## config.mk

```make
export PLATFORM = sky130hd
export DESIGN_NAME = fma_acc_sequencer_flat
export DESIGN_NICKNAME = d
export VERILOG_FILES = /design/src/rtl/fma_acc_sequencer_if.sv /design/src/rtl/fma_acc_sequencer.sv /design/src/flat_wrapper.sv
export SDC_FILE = /design/constraint.sdc
export NUM_CORES = 1
export LEC_CHECK = 0
export ABC_AREA = 1
export BUFFER_PORTS_ARGS = -buffer_cell sky130_fd_sc_hd__buf_4
export CORE_ASPECT_RATIO = 0.75
export CORE_MARGIN = 3
export CORE_UTILIZATION = 45
export CTS_CLUSTER_SIZE = 28
export DETAILED_ROUTE_END_ITERATION = 8
export PLACE_DENSITY = 0.83
export SYNTH_ARGS = -nofsm -noshare
export SYNTH_HDL_FRONTEND = slang
export SYNTH_SLANG_ARGS = --single-unit
export TNS_END_PERCENT = 100
```

## constraint.sdc

```tcl
create_clock -name i_clk -period 2.1 [get_ports i_clk]
set_input_delay 0.105 -clock i_clk [delete_from_list [all_inputs] [get_ports i_clk]]
set_output_delay 0.105 -clock i_clk [all_outputs]
set_load 0.02 [all_outputs]
```

## src/rtl/fma_acc_sequencer_if.sv

```systemverilog
// fma_acc_sequencer_if: operand-pair input stream and dot-product result stream
interface fma_acc_sequencer_if #(
    parameter int FP_W  = 16,
    parameter int CNT_W = 8
);
    logic             i_valid;
    logic             o_ready;
    logic [FP_W-1:0]  i_a;
    logic [FP_W-1:0]  i_b;
    logic             i_last;
    logic             o_valid;
    logic             i_ready;
    logic [FP_W-1:0]  o_result;
    logic [CNT_W-1:0] o_count;

    modport slave (
        input  i_valid, i_a, i_b, i_last, i_ready,
        output o_ready, o_valid, o_result, o_count
    );

    modport master (
        output i_valid, i_a, i_b, i_last, i_ready,
        input  o_ready, o_valid, o_result, o_count
    );
endinterface

```

## src/rtl/fma_acc_sequencer.sv

```systemverilog
// fma_acc_sequencer: feeds (a, b, acc) to an external FMA and accumulates a dot product
module fma_acc_sequencer #(
    parameter int FP_W  = 16,
    parameter int LAT   = 1,
    parameter int CNT_W = 8
) (
    input  logic                i_clk,
    input  logic                i_rst,
    input  logic                i_clear,
    fma_acc_sequencer_if.slave  bus,
    output logic [FP_W-1:0]     o_fma_a,
    output logic [FP_W-1:0]     o_fma_b,
    output logic [FP_W-1:0]     o_fma_c,
    output logic                o_fma_msel,
    output logic                o_fma_pipeline_en,
    input  logic [FP_W-1:0]     i_fma_result
);
    localparam int LW = (LAT < 1) ? 1 : $clog2(LAT + 1);

    typedef enum logic [1:0] {S_IDLE, S_EXEC, S_DONE} state_t;

    state_t           r_state, w_next;
    logic [FP_W-1:0]  r_acc, r_result;
    logic [CNT_W-1:0] r_cnt, r_count, w_cnt_inc;
    logic [LW-1:0]    r_lat_ctr;
    logic             r_first, r_last, r_valid;
    logic             w_ready, w_en, w_hs_in, w_fire, w_hs_out;

    assign bus.o_ready       = w_ready;
    assign bus.o_valid       = r_valid;
    assign bus.o_result      = r_result;
    assign bus.o_count       = r_count;
    assign o_fma_pipeline_en = w_en;

    // State register; clear aborts any in-flight work
    always_ff @(posedge i_clk) begin
        if (i_rst || i_clear) r_state <= S_IDLE;
        else                  r_state <= w_next;
    end

    // Next state and handshake/enable decode, all derived from the current state
    always_comb begin
        w_ready   = (r_state == S_IDLE);
        w_en      = (r_state == S_EXEC);
        w_hs_in   = w_ready & bus.i_valid;
        w_fire    = w_en & (r_lat_ctr == '0);
        w_hs_out  = (r_state == S_DONE) & r_valid & bus.i_ready;
        w_cnt_inc = (&r_cnt) ? r_cnt : r_cnt + CNT_W'(1);
        w_next    = w_hs_in  ? S_EXEC :
                    w_fire   ? (r_last ? S_DONE : S_IDLE) :
                    w_hs_out ? S_IDLE : r_state;
    end

    // Operand issue, latency countdown, accumulator writeback and result hold
    always_ff @(posedge i_clk) begin
        if (i_rst || i_clear) begin
            r_acc      <= '0;
            r_first    <= 1'b1;
            r_cnt      <= '0;
            r_lat_ctr  <= '0;
            r_last     <= 1'b0;
            o_fma_a    <= '0;
            o_fma_b    <= '0;
            o_fma_c    <= '0;
            o_fma_msel <= 1'b0;
            r_valid    <= 1'b0;
            r_result   <= '0;
            r_count    <= '0;
        end else begin
            if (w_hs_in) begin
                o_fma_a    <= bus.i_a;
                o_fma_b    <= bus.i_b;
                o_fma_c    <= r_first ? '0 : r_acc;
                o_fma_msel <= (bus.i_a[FP_W-2:0] == '0) | (bus.i_b[FP_W-2:0] == '0);
                r_last     <= bus.i_last;
                r_lat_ctr  <= LW'(LAT);
            end
            if (w_en && r_lat_ctr != '0) r_lat_ctr <= r_lat_ctr - LW'(1);
            if (w_fire) begin
                r_acc   <= i_fma_result;
                r_first <= 1'b0;
                r_cnt   <= w_cnt_inc;
                if (r_last) begin
                    r_result <= i_fma_result;
                    r_count  <= w_cnt_inc;
                    r_valid  <= 1'b1;
                end
            end
            if (w_hs_out) begin
                r_valid <= 1'b0;
                r_first <= 1'b1;
                r_cnt   <= '0;
            end
        end
    end
endmodule

```

## src/flat_wrapper.sv

```systemverilog
// flat-port wrapper written by rule: the top's interface ports become plain ports
module fma_acc_sequencer_flat 
#(
    parameter int FP_W  = 16,
    parameter int LAT   = 1,
    parameter int CNT_W = 8
)
  (i_clk, i_rst, i_clear, o_fma_a, o_fma_b, o_fma_c, o_fma_msel, o_fma_pipeline_en, i_fma_result, bus_i_valid, bus_i_a, bus_i_b, bus_i_last, bus_i_ready, bus_o_ready, bus_o_valid, bus_o_result, bus_o_count);
  fma_acc_sequencer_if #(.FP_W(FP_W), .CNT_W(CNT_W)) bus_i ();
  input  logic i_clk;
  input  logic i_rst;
  input  logic i_clear;
  output logic [FP_W-1:0] o_fma_a;
  output logic [FP_W-1:0] o_fma_b;
  output logic [FP_W-1:0] o_fma_c;
  output logic o_fma_msel;
  output logic o_fma_pipeline_en;
  input  logic [FP_W-1:0] i_fma_result;
  input wire logic [$bits(bus_i.i_valid)-1:0] bus_i_valid;
  input wire logic [$bits(bus_i.i_a)-1:0] bus_i_a;
  input wire logic [$bits(bus_i.i_b)-1:0] bus_i_b;
  input wire logic [$bits(bus_i.i_last)-1:0] bus_i_last;
  input wire logic [$bits(bus_i.i_ready)-1:0] bus_i_ready;
  output wire logic [$bits(bus_i.o_ready)-1:0] bus_o_ready;
  output wire logic [$bits(bus_i.o_valid)-1:0] bus_o_valid;
  output wire logic [$bits(bus_i.o_result)-1:0] bus_o_result;
  output wire logic [$bits(bus_i.o_count)-1:0] bus_o_count;
  assign bus_i.i_valid = bus_i_valid;
  assign bus_i.i_a = bus_i_a;
  assign bus_i.i_b = bus_i_b;
  assign bus_i.i_last = bus_i_last;
  assign bus_i.i_ready = bus_i_ready;
  assign bus_o_ready = bus_i.o_ready;
  assign bus_o_valid = bus_i.o_valid;
  assign bus_o_result = bus_i.o_result;
  assign bus_o_count = bus_i.o_count;
  fma_acc_sequencer #(.FP_W(FP_W), .LAT(LAT), .CNT_W(CNT_W)) u_core (.i_clk(i_clk), .i_rst(i_rst), .i_clear(i_clear), .bus(bus_i), .o_fma_a(o_fma_a), .o_fma_b(o_fma_b), .o_fma_c(o_fma_c), .o_fma_msel(o_fma_msel), .o_fma_pipeline_en(o_fma_pipeline_en), .i_fma_result(i_fma_result));
endmodule
```

=== Word-level counts from Yosys, hierarchy flattened ===
Cells that the tools add are included.

* Bits in writable memories: 0
* Memories: 0
* Bits in latches: 0
* Bits of input ports: 54
* Word-level logic and storage cells: 44
* ROM bits: 0
* Register bits: 103
* Output and inout port bits: 76

* Divide/modulo/power cells: 0
* $lt $le $gt $ge: 0
* Add/subtract/negate cells: 2
* Equal/unequal tests: 2
* Reduce and logical (&&, ||, !) cells: 12
* Bitwise logic cells: 6
* Multiply operators: 0
* Muxes and demuxes: 8
* Shift operators: 0

{| class="wikitable"
|+ Operator list
! cell !! number
|-
| $logic_not A15 Y1 || 2
|-
| $mux W16 || 1
|-
| $add A8 B1 Y8 const B || 1
|-
| $mux W8 || 1
|-
| $reduce_and A8 Y1 || 1
|-
| $mux W2 || 3
|-
| $and A1 B1 Y1 || 4
|-
| $reduce_bool A2 Y1 || 2
|-
| $reduce_or A2 Y1 || 2
|-
| $mux W1 || 3
|-
| $reduce_bool A3 Y1 || 1
|-
| $eq A2 B1 Y1 const B || 1
|-
| $eq A2 B2 Y1 const B || 1
|-
| $logic_not A2 Y1 || 1
|-
| $reduce_and A2 Y1 || 1
|-
| $logic_and A1 B1 Y1 || 1
|-
| $logic_or A1 B1 Y1 || 1
|-
| $not A1 Y1 || 1
|-
| $or A1 B1 Y1 || 1
|-
| $sub A1 B1 Y1 const B || 1
|}

=== Longest topological paths before layout ===
* Word-level depth: 6
* Gate-level depth with buffers: 9
* Mapped depth without buffers: 9

=== Worst setup path before layout ===
OpenSTA, ideal clock, no wires.

* Path type: register -> register
* Start: reg u_core.r_state[1]
* End: reg u_core.o_fma_b[10]
* Required time: 2036 ps
* Stages on the path, launching flop included: 8
* Period minus slack after synthesis: 1282 ps
* Setup time: 64 ps
* Slack: 818 ps
* Buffers on the path: 2
* Arrival time: 1218 ps
* Path through: dfxtp_1 > nor2_2 > nand2_2 > inv_2 > buf_4 > buf_4 > nor2_1 > nor2_1

* Word-level cells in the longest chain between the ends: 2

{| class="wikitable"
|+ RTL lines
! item !! RTL line !! text
|-
| start: declaration || fma_acc_sequencer.sv:22 || <nowiki>state_t r_state, w_next;</nowiki>
|-
| start signal: assignment || fma_acc_sequencer.sv:38 || <nowiki>else r_state <= w_next;</nowiki>
|-
| $logic_not A2 Y1 || fma_acc_sequencer.sv:43 || <nowiki>w_ready = (r_state == S_IDLE);</nowiki>
|-
| via bus_o_ready || flat_wrapper.sv:24 || <nowiki>output wire logic [$bits(bus_i.o_ready)-1:0] bus_o_ready;</nowiki>
|-
| $and A1 B1 Y1 || fma_acc_sequencer.sv:45 || <nowiki>w_hs_in = w_ready & bus.i_valid;</nowiki>
|-
| end signal: assignment || fma_acc_sequencer.sv:72 || <nowiki>o_fma_b <= bus.i_b;</nowiki>
|-
| end: declaration || fma_acc_sequencer.sv:12 || <nowiki>output logic [FP_W-1:0] o_fma_b,</nowiki>
|}

The timed path passes the listed nets, and every way through them passes these cells.
A chain may end at the register's enable or synchronous reset.

=== Worst setup path after layout ===
* Start: reg u_core.r_state[0]
* End: reg u_core.r_count[6] (netlist: u_core.bus.o_count[6])

* Word-level cells in the longest chain between the ends: 3

{| class="wikitable"
|+ RTL lines
! item !! RTL line !! text
|-
| $eq A2 B1 Y1 || fma_acc_sequencer.sv:44 || <nowiki>w_en = (r_state == S_EXEC);</nowiki>
|-
| $and A1 B1 Y1 || fma_acc_sequencer.sv:46 || <nowiki>w_fire = w_en & (r_lat_ctr == '0);</nowiki>
|-
| $reduce_and A2 Y1 (no source line) || n/a ||
|-
| end signal: assignment || fma_acc_sequencer.sv:85 || <nowiki>r_count <= w_cnt_inc;</nowiki>
|-
| end: declaration || fma_acc_sequencer.sv:24 || <nowiki>logic [CNT_W-1:0] r_cnt, r_count, w_cnt_inc;</nowiki>
|}

No other way between the ends.

==> out/qor.csv <==
metric;value;unit
globalRouteTotalUtil;21.56;%
layout-drive-gt1-share;24.32;%
crit_arrival;1900;ps
async_reset_ff_share;0;%
cts_setup_buffers;0;
tritoncts;built;
detail_route.first_pass.iterations;5;
grt_max_degree;45;
tns;0;ps
ys_types;27;
synth_area_leader_cell;dfxtp_1;
startpoint;u_core.r_state[0];
crit_path_start_kind;flip-flop;
wirelength;10820;um
ctsHoldBuffers;3;
place_congestion;0.9156;
ios;130;
grt_pass1_wl;17260;um
fin_util;62.13;%
finalCritPeriodShare;78.91;%
synth_most_common_cell;nor2_1;
antenna_found_initial;0;
cp-end-kind;flip-flop;
p_per_area;753.6;nW/um2
clk_pin_slew;70;ps
drv_cap;0;
worst_slack;442.8;ps
synth_nets;589;
status;complete, no violations;
synth.top_cell.area_share;51.86;%
num_vias;3960;
drt-initial-drc-count;568;
cts_made_buffers;9;
grt_setup_unrepaired;false;
die_h;87.41;um
dpl_worst_slack;474.9;ps
dieWidth;114.5;um
fin_worst_skew;9.429;ps
syn_area;3976;um2
core_region_area;8527;um2
required;2340;ps
cts_buffer_depth;2;
fin_nets;708;
cp_max_fo;27;
vias_per_cell;5.170;
final_hold_viol_count;0;
vdd_ir_drop_max;440.9;uV
synth.area.top_cells;dfxtp_1 (52%), nor2_1 (13%), o21ai_0 (8.7%), nand2_1 (6.0%), nand3_1 (4.7%);
antenna_left;0;
rows;29;
ys_seq_area_share;51.86;%
multi_input_area;1633;um2
hold_class;in -> reg;
path_class;reg -> reg;
relSlewSlack;65.98;%
avgRoutedWirePerCell;14.12;um
synth.avg_cell_area;7.446;um2
finalCriticalPeriod;1657;ps
die_area;10010;um2
p_leak;2.367;nW
syn_to_final_growth;33.23;%
post-dp-hpwl;7724;um
synth-seq-cells;103;
gr-total-overflow;0;
setup_viol_count_final;0;
synth_edf_count;0;
start_util;46.63;%
htree_levels;3;
worst_pin_slew;507.2;ps
finalMaxSlewViolations;0;
synthCells;534;
remaining_drc_errors;0;
cts_root_buffer;clkbuf_16;
fmax;603.4;MHz
rr_startpoint;u_core.r_state[0];
yosys_most_used_dff;dfxtp_1;
synth_commonest_cells;nor2_1 (143), dfxtp_1 (103), o21ai_0 (69);
numPortBuffers;129;
regArea;2062;um2
synth-warning-count;0;
cts_resized;0;
min_from;i_fma_result[5];
clock_latency;340;ps
clkSinkCount;103;
fillers;750;
grt_pass1_vias;3563;
insertedDiodeCount;0;
[layer usage]
| layer | vias up | track usage, % | part of all wire (%) |
|---|---|---|---|
| li1 | 1949 | - | - |
| met1 | 1811 | 30.29 | 45 |
| met2 | 191 | 33.28 | 44 |
| met3 | 9 | 5.208 | 10 |
| met4 | 0 | 5.609 | 0.81 |
| met5 | - | 0 | 0 |
[registers in the layout (all words and copies together) (netlist names), 2 cells and up]
name,flops
u_core.bus.o_count,8
u_core.o_fma_a,16
u_core.r_cnt,8
u_core.o_fma_b,16
u_core.r_acc,16
u_core.o_fma_c,16
u_core.r_state,2
u_core.bus.o_result,16
[worst paths after layout]
check	endpoint	slack, ps	cells after the start
worst min-delay path	u_core.r_acc[5]	10	3
worst max-delay path	u_core.bus.o_count[6]	440	7
worst min register to register	u_core.r_acc[1]	460	2
worst max register to register	u_core.bus.o_count[6]	440	7
[placed cells by master, fill, tap and decap left out, types with 9 or more instances in the layout]
cell type | netlist | routed
clkbuf_16 | 0 | 9
buf_4 | 3 | 133
nand3_1 | 37 | 37
dfxtp_1 | 103 | 103
o21ai_0 | 69 | 69
inv_1 | 33 | 33
a21oi_1 | 36 | 36
nand2_1 | 64 | 64
nor2_1 | 143 | 142
[through the flow]
step	hold WS [ps]	std cells	power, mW	cell area [um2]
final	11.21	766	3.993	5298
after floorplan	239.9	534	2.276	3976
after detailed placement	352.5	747	2.466	4989
after global routing	14.17	766	4.149	5298
after global placement	343.1	747	2.456	4989
after CTS	1.180	766	4.031	5298
[area by class of cell]
type                       instances  share of cell area (%)
clock buffer                      10                   4.322
clock inverter                     6                  0.9447
inverter                          36                   2.645
multi-input combinational        366                   30.82
sequential                       103                   38.92
tap                              108                   2.551
timing repair buffer             137                   19.79
[where the power goes]
part / internal [mW] / switching [mW] / total, mW
Sequential: 2.00 / 0.0299 / 2.03
Combinational: 0.166 / 0.234 / 0.400
Clock: 0.824 / 0.742 / 1.57
Total: 2.99 / 1.01 / 3.99
[logic make-up (layout without fill, tap and decap cells)]
family / Yosys count / in the layout / share of synthesized area [%]
adders and majority gates: 1 / 1 / 0.3146
DFF: 103 / 103 / 51.86
buffers and inverters: 65 / 189 / 7.269
and+or+nand+nor: 253 / 253 / 26.09
AOI/OAI and AO/OA: 111 / 111 / 14.25
xor gates and xnor gates: 1 / 1 / 0.2203
[critical path, cell delays in order, from the launching register on]
cell,delay (ps)
dfxtp_1,400
nand2_2,130
nor2_8,310
nand2_4,240
clkinv_4,230
nand3_1,120
nand2_1,70
inv_1,30
Note: power is estimated with default switching activity, not from simulation.
